--- src/rtl/alu_rr_sequencer_pkg.sv ---
// Shared opcode constants, sequencer state encoding and opcode classification
// for the round-robin ALU sequencer.
package alu_seq_pkg;

  localparam logic [3:0] OP_NEG = 4'b0010;
  localparam logic [3:0] OP_NOT = 4'b0111;

  typedef enum logic [2:0] {
    ST_IDLE     = 3'd0,
    ST_LOAD_OP  = 3'd1,
    ST_LOAD_A   = 3'd2,
    ST_LOAD_B   = 3'd3,
    ST_EXEC_OUT = 3'd4,
    ST_RESP     = 3'd5
  } seq_state_t;

  function automatic logic is_single_operand(input logic [3:0] opcode);
    return (opcode == OP_NEG) || (opcode == OP_NOT);
  endfunction

endpackage

--- src/rtl/alu_rr_sequencer_if.sv ---
// Request, datapath-control and response signals of the ALU sequencer.
// master = requesters plus datapath, slave = the sequencer itself.
interface alu_rr_sequencer_if #(
  parameter int unsigned NUM_REQ = 4,
  parameter int unsigned WIDTH   = 8,
  parameter int unsigned ID_W    = 2
);
  logic [NUM_REQ-1:0]       req_valid;
  logic [4*NUM_REQ-1:0]     req_opcode;
  logic [WIDTH*NUM_REQ-1:0] req_a;
  logic [WIDTH*NUM_REQ-1:0] req_b;
  logic [NUM_REQ-1:0]       req_accept;
  logic [WIDTH-1:0]         dp_bus;
  logic                     load_op;
  logic                     load_a;
  logic                     load_b;
  logic                     load_out;
  logic [WIDTH-1:0]         dp_result;
  logic                     resp_valid;
  logic [ID_W-1:0]          resp_id;
  logic [WIDTH-1:0]         resp_data;
  logic                     resp_ready;
  logic                     busy;

  modport master (
    output req_valid, req_opcode, req_a, req_b, dp_result, resp_ready,
    input  req_accept, dp_bus, load_op, load_a, load_b, load_out,
           resp_valid, resp_id, resp_data, busy
  );

  modport slave (
    input  req_valid, req_opcode, req_a, req_b, dp_result, resp_ready,
    output req_accept, dp_bus, load_op, load_a, load_b, load_out,
           resp_valid, resp_id, resp_data, busy
  );
endinterface

--- src/rtl/alu_rr_sequencer_rr_arbiter.sv ---
// Combinational round-robin grant: first set req_valid bit searching upward
// from rr_ptr+1 with wrap-around. The pointer register lives in the parent.
module rr_arbiter #(
  parameter int unsigned NUM_REQ = 4,
  parameter int unsigned ID_W    = 2
) (
  input  logic [NUM_REQ-1:0] req_valid,
  input  logic [ID_W-1:0]    rr_ptr,
  output logic [ID_W-1:0]    grant,
  output logic               any_valid
);

  int unsigned     idx;
  logic [ID_W-1:0] cand;

  always_comb begin
    grant     = '0;
    any_valid = 1'b0;
    idx       = 0;
    cand      = '0;
    for (int unsigned k = 1; k <= NUM_REQ; k++) begin
      idx  = (32'(rr_ptr) + k) % NUM_REQ;
      cand = ID_W'(idx);
      if (!any_valid && req_valid[cand]) begin
        grant     = cand;
        any_valid = 1'b1;
      end
    end
  end

endmodule

--- src/rtl/alu_rr_sequencer.sv ---
// Automatic sequencer sharing one multi-cycle ALU datapath among NUM_REQ
// requesters: round-robin grant, one load stage per cycle, valid/ready response.
module alu_rr_sequencer
  import alu_seq_pkg::*;
#(
  parameter int unsigned NUM_REQ = 4,
  parameter int unsigned WIDTH   = 8,
  parameter int unsigned ID_W    = 2
) (
  input logic               clock,
  input logic               reset,
  alu_rr_sequencer_if.slave bus
);

  seq_state_t       state, state_nxt;
  logic [ID_W-1:0]  rr_ptr, grant, id_q;
  logic             any_valid, do_grant;
  logic [3:0]       op_q;
  logic [WIDTH-1:0] a_q, b_q;
  int unsigned      gidx;

  rr_arbiter #(
    .NUM_REQ (NUM_REQ),
    .ID_W    (ID_W)
  ) u_arb (
    .req_valid (bus.req_valid),
    .rr_ptr    (rr_ptr),
    .grant     (grant),
    .any_valid (any_valid)
  );

  // Grant is suppressed while reset is held so no accept pulse leaks out.
  assign do_grant = (state == ST_IDLE) && any_valid && !reset;
  assign gidx     = 32'(grant);

  always_ff @(posedge clock) begin
    if (reset) state <= ST_IDLE;
    else       state <= state_nxt;
  end

  always_comb begin
    state_nxt = state;
    case (state)
      ST_IDLE:     if (do_grant) state_nxt = ST_LOAD_OP;
      ST_LOAD_OP:  state_nxt = ST_LOAD_A;
      ST_LOAD_A:   state_nxt = is_single_operand(op_q) ? ST_EXEC_OUT : ST_LOAD_B;
      ST_LOAD_B:   state_nxt = ST_EXEC_OUT;
      ST_EXEC_OUT: state_nxt = ST_RESP;
      ST_RESP:     if (bus.resp_ready) state_nxt = ST_IDLE;
      default:     state_nxt = ST_IDLE;
    endcase
  end

  always_ff @(posedge clock) begin
    if (reset) begin
      rr_ptr <= ID_W'(NUM_REQ - 1);
      op_q   <= '0;
      a_q    <= '0;
      b_q    <= '0;
      id_q   <= '0;
    end else if (do_grant) begin
      rr_ptr <= grant;
      id_q   <= grant;
      op_q   <= bus.req_opcode[4*gidx +: 4];
      a_q    <= bus.req_a[WIDTH*gidx +: WIDTH];
      b_q    <= bus.req_b[WIDTH*gidx +: WIDTH];
    end
  end

  always_comb begin
    bus.req_accept = '0;
    bus.dp_bus     = '0;
    bus.load_op    = 1'b0;
    bus.load_a     = 1'b0;
    bus.load_b     = 1'b0;
    bus.load_out   = 1'b0;
    bus.resp_valid = 1'b0;
    bus.resp_id    = '0;
    bus.resp_data  = '0;
    bus.busy       = (state != ST_IDLE);
    case (state)
      ST_IDLE: if (do_grant) bus.req_accept = NUM_REQ'(1) << grant;
      ST_LOAD_OP: begin
        bus.load_op = 1'b1;
        bus.dp_bus  = WIDTH'(op_q);
      end
      ST_LOAD_A: begin
        bus.load_a = 1'b1;
        bus.dp_bus = a_q;
      end
      ST_LOAD_B: begin
        bus.load_b = 1'b1;
        bus.dp_bus = b_q;
      end
      ST_EXEC_OUT: bus.load_out = 1'b1;
      ST_RESP: begin
        bus.resp_valid = 1'b1;
        bus.resp_id    = id_q;
        bus.resp_data  = bus.dp_result;
      end
      default: ;
    endcase
  end

endmodule
--- src/flat_wrapper.sv ---
// flat-port wrapper written by rule: the top's interface ports become plain ports
module alu_rr_sequencer_flat import alu_seq_pkg::*;
#(
  parameter int unsigned NUM_REQ = 4,
  parameter int unsigned WIDTH   = 8,
  parameter int unsigned ID_W    = 2
)
  (clock, reset, bus_req_valid, bus_req_opcode, bus_req_a, bus_req_b, bus_dp_result, bus_resp_ready, bus_req_accept, bus_dp_bus, bus_load_op, bus_load_a, bus_load_b, bus_load_out, bus_resp_valid, bus_resp_id, bus_resp_data, bus_busy);
  alu_rr_sequencer_if #(.NUM_REQ(NUM_REQ), .WIDTH(WIDTH), .ID_W(ID_W)) bus_i ();
  input logic clock;
  input logic reset;
  input wire logic [$bits(bus_i.req_valid)-1:0] bus_req_valid;
  input wire logic [$bits(bus_i.req_opcode)-1:0] bus_req_opcode;
  input wire logic [$bits(bus_i.req_a)-1:0] bus_req_a;
  input wire logic [$bits(bus_i.req_b)-1:0] bus_req_b;
  input wire logic [$bits(bus_i.dp_result)-1:0] bus_dp_result;
  input wire logic [$bits(bus_i.resp_ready)-1:0] bus_resp_ready;
  output wire logic [$bits(bus_i.req_accept)-1:0] bus_req_accept;
  output wire logic [$bits(bus_i.dp_bus)-1:0] bus_dp_bus;
  output wire logic [$bits(bus_i.load_op)-1:0] bus_load_op;
  output wire logic [$bits(bus_i.load_a)-1:0] bus_load_a;
  output wire logic [$bits(bus_i.load_b)-1:0] bus_load_b;
  output wire logic [$bits(bus_i.load_out)-1:0] bus_load_out;
  output wire logic [$bits(bus_i.resp_valid)-1:0] bus_resp_valid;
  output wire logic [$bits(bus_i.resp_id)-1:0] bus_resp_id;
  output wire logic [$bits(bus_i.resp_data)-1:0] bus_resp_data;
  output wire logic [$bits(bus_i.busy)-1:0] bus_busy;
  assign bus_i.req_valid = bus_req_valid;
  assign bus_i.req_opcode = bus_req_opcode;
  assign bus_i.req_a = bus_req_a;
  assign bus_i.req_b = bus_req_b;
  assign bus_i.dp_result = bus_dp_result;
  assign bus_i.resp_ready = bus_resp_ready;
  assign bus_req_accept = bus_i.req_accept;
  assign bus_dp_bus = bus_i.dp_bus;
  assign bus_load_op = bus_i.load_op;
  assign bus_load_a = bus_i.load_a;
  assign bus_load_b = bus_i.load_b;
  assign bus_load_out = bus_i.load_out;
  assign bus_resp_valid = bus_i.resp_valid;
  assign bus_resp_id = bus_i.resp_id;
  assign bus_resp_data = bus_i.resp_data;
  assign bus_busy = bus_i.busy;
  alu_rr_sequencer #(.NUM_REQ(NUM_REQ), .WIDTH(WIDTH), .ID_W(ID_W)) u_core (.clock(clock), .reset(reset), .bus(bus_i));
endmodule
--- config.mk ---
export PLATFORM = sky130hd
export DESIGN_NAME = alu_rr_sequencer_flat
export DESIGN_NICKNAME = d
export VERILOG_FILES = /design/src/rtl/alu_rr_sequencer_pkg.sv /design/src/rtl/alu_rr_sequencer_if.sv /design/src/rtl/alu_rr_sequencer_rr_arbiter.sv /design/src/rtl/alu_rr_sequencer.sv /design/src/flat_wrapper.sv
export SDC_FILE = /design/constraint.sdc
export NUM_CORES = 1
export LEC_CHECK = 0
export BUFFER_PORTS_ARGS = -buffer_cell sky130_fd_sc_hd__buf_2
export CORE_MARGIN = 2
export CORE_UTILIZATION = 43
export DETAILED_ROUTE_END_ITERATION = 6
export PLACE_DENSITY = 0.81
export SETUP_SLACK_MARGIN = 0.4
export SYNTH_ARGS = -nofsm -noshare
export SYNTH_HDL_FRONTEND = slang
export SYNTH_SLANG_ARGS = --single-unit
--- constraint.sdc ---
create_clock -name clock -period 2.6 [get_ports clock]
set_input_delay 0.65 -clock clock [delete_from_list [all_inputs] [get_ports clock]]
set_output_delay 0.65 -clock clock [all_outputs]
set_load 0.02 [all_outputs]
==> out/qor.yml <==
yosys:
  yosys_warnings: 0
  synth_ff_type: "dfxtp_1"
  yosysTopAreaCellShare_pct: 27.8
  synthAdderAreaFrac_pct: 0
  synth-compound-area-share_pct: 31.5
  synth_edf_count: 0
  synthTopCellsByArea: "dfxtp_1 (28%), a221o_1 (10%), mux2_1 (7.5%), a21oi_1 (5.9%), o21ai_0 (5.9%)"
  synthesis.nets: 333
  synthXorXnorAreaFrac_pct: 0.450
  synth.mux.area_fraction_pct: 14.5
  netlist_instances: 238
  avgSynthCellArea_um2: 8.18
  ys_seq_elements: 27
  async_flop_share_pct: 0
  yosysSeqAreaShare_pct: 27.8
  synth_top_family_by_area: "compound AO/OA/AOI/OAI gates"
  syn-cell-area_um2: 1950
  ys_types: 41
  synth_area_leader_cell: "dfxtp_1"
  synthSimpleGateAreaFrac_pct: 19.3
cts:
  htree_levels: 1
  ctsLongestPathBuffers: 2
  cts_tree: "built"
  clock_latency_ps: 280
  root_buffer: "clkbuf_8"
  cts_buffers: 3
  cts_num_sinks: 27
  clkTransAtPathRegs_ps: 90
  ctsHoldBuffers: 0
place:
  place_congestion: 0.871
  io_buffers: 122
  placed_cell_area_um2: 2640
  dp_hpwl_mm: 4.85
setup_path:
  startpoint_type: "primary input"
  max_stage_delay_ps: 540
  cp_top_family: "simple AND/OR/NAND/NOR gates"
  crit_chain: "buf_8, or4_4, and2_4, o21ai_4, nor2_4, buf_6"
  path_buf_inv: 2
  critical_path_class: "primary input to output port"
  cp.arrival_ps: 1760
  worst_setup_path_end_kind: "output port"
  critical-path-slowest-cell: "or4_4"
  worstPathMaxFanout: 4
  crit_required_ps: 1950
outcome:
  status: "finished, final reports clean"
sta:
  hold_viol: 0
  skew_ps: 2.46
  fin_crit_sh_pct: 92.9
  rsz0062_at_grt: "true"
  worst_hold_slack_ps: 454
  final_max_slew_viol_count: 0
  finalSetupTns_ps: 0
  finalSetupViolations: 0
  worstMarginPinSlew_ps: 682
  fmax_ghz: 0.414
  slew_headroom_pct: 54.5
  timing.final.crit_period_ps: 2410
finish:
  syn_to_final_growth_pct: 45.5
  drive_above_1_share_pct: 49.6
  final_common_cell: "buf_2"
  antenna_cells: 0
  mostFrequentLayoutCells: "buf_2 (116), dfxtp_1 (24), o21ai_0 (22), a21oi_1 (22)"
  final_area_um2: 2830
  final_nets: 457
  finish.utilization_pct: 65.1
routing:
  drc: 0
  wire_per_inst_um: 15.7
  detail-route-antenna-nets: 0
  finalWirelength_mm: 6.48
  drtIter0Drc: 161
  dr.pass1.iters: 4
  vias: 2296
  viasPerCell: 5.56
floorplan:
  start_util_pct: 44.7
  fp.dieH_um: 71.3
  rows: 24
  fp.dieArea_um2: 5080
  ioPinCount: 123
  die_w_um: 71.3
  core_area_um2: 4350
power:
  ir_drop_mv: 0.391
  p_switching_uw: 1100
  leakagePower_uw: 0.00136
  p_int_uw: 1390
  pwr-share-clk_pct: 9.8
  p_sw_share_pct: 44.3
  pwr-share-comb_pct: 57.6
  finalPower_uw: 2490
  pwr_density_cell_nw_per_um2: 880
  p_seq_share_pct: 32.6
grt:
  overflow: 0
  grt_pass1_vias: 2081
  grt_first_pass_wirelength_mm: 9.78
  grt_max_degree: 21
  antenna_found_initial: 0
  grt_use_total_pct: 23.9
job:
  maxCapViolations: 0
hold_path:
  hold_path_class: "flip-flop to flip-flop"
final timing paths:
path / cells after the start / to / slack [ps] / start
worst max register to register: 6 / u_core.a_q[4] / 530 / u_core.rr_ptr[1]
worst min-delay path: 2 / u_core.id_q[1] / 450 / u_core.id_q[1]
worst min register to register: 2 / u_core.id_q[1] / 450 / u_core.id_q[1]
worst max-delay path: 6 / bus_req_accept[3] / 190 / bus_req_valid[3]
registers in the layout, summed over array words and instances, names as in the netlist:
| register | count |
|---|---|
| u_core.a_q | 8 |
| u_core.id_q | 2 |
| u_core.rr_ptr | 2 |
| u_core.op_q | 4 |
| u_core.state | 3 |
| u_core.b_q | 8 |
per-stage QoR:
step	worst slack (ps)	std cells
2_1_floorplan	384	238
3_3_place_gp	110	403
3_5_place_dp	91.5	403
4_1_cts	173	409
5_1_grt	162	413
6_report	185	413
power groups by stage:
stage          logic [µW]  registers [µW]  clock network (µW)
3_5_place_dp         1340             805                   0
4_1_cts              1390             801                 245
6_report             1440             813                 245
2_1_floorplan        1040             728                   0
3_3_place_gp         1310             798                   0
5_1_grt              1540             848                 269
cell usage after synthesis, types with 2 or more instances:
library cell,number
dfxtp_1,27
nand2_1,9
a22o_1,4
nand3_1,20
nor3_1,3
buf_4,2
mux2_1,13
and2_1,10
and3_1,3
a21oi_1,23
nand2b_1,4
a22oi_1,5
mux2_2,9
o21ai_0,23
buf_6,2
a31oi_1,2
mux2i_1,2
inv_1,6
a221o_1,20
buf_2,5
nor2_1,16
clkbuf_1,11
logic make-up after synthesis:
family / Yosys count
buf+inv: 26
xor+xnor: 1
flops: 27
mux: 25
compound gates: 86
simple gates: 73
layer usage:
| layer | part of all wire (%) | GRT usage [%] |
|---|---|---|
| met1 | 40 | 29.6 |
| met2 | 52 | 43.4 |
| met3 | 6.7 | 3.09 |
| met4 | 1.4 | 6.71 |
| met5 | 0 | 0 |
area by class of cell:
type	instances	area (µm²)
clock buffers	3	41.3
clock inverters	1	5.00
fillers	381	1520
inverters	6	22.5
multi-input cells	185	1370
flip-flops and latches	27	547
well taps	52	65.1
repair buffers	139	783
worst reg2reg max path, cell delays in order, from the launching register on:
cell,delay (ps)
dfxtp_2,460
mux2i_4,310
o2bb2ai_4,130
nor2_2,130
buf_4,250
mux2_2,380
a221o_1,290
repair_timing:
| item | in CTS | in global routing |
|---|---|---|
| buffers inserted | 2 | 4 |
| setup endpoints to repair | 38 | 20 |
| pin swaps | 5 | 3 |
| gates resized for setup | 19 | 9 |
| hold endpoints to repair | 0 | 0 |
No activity file was read; power rests on OpenSTA's default activity.
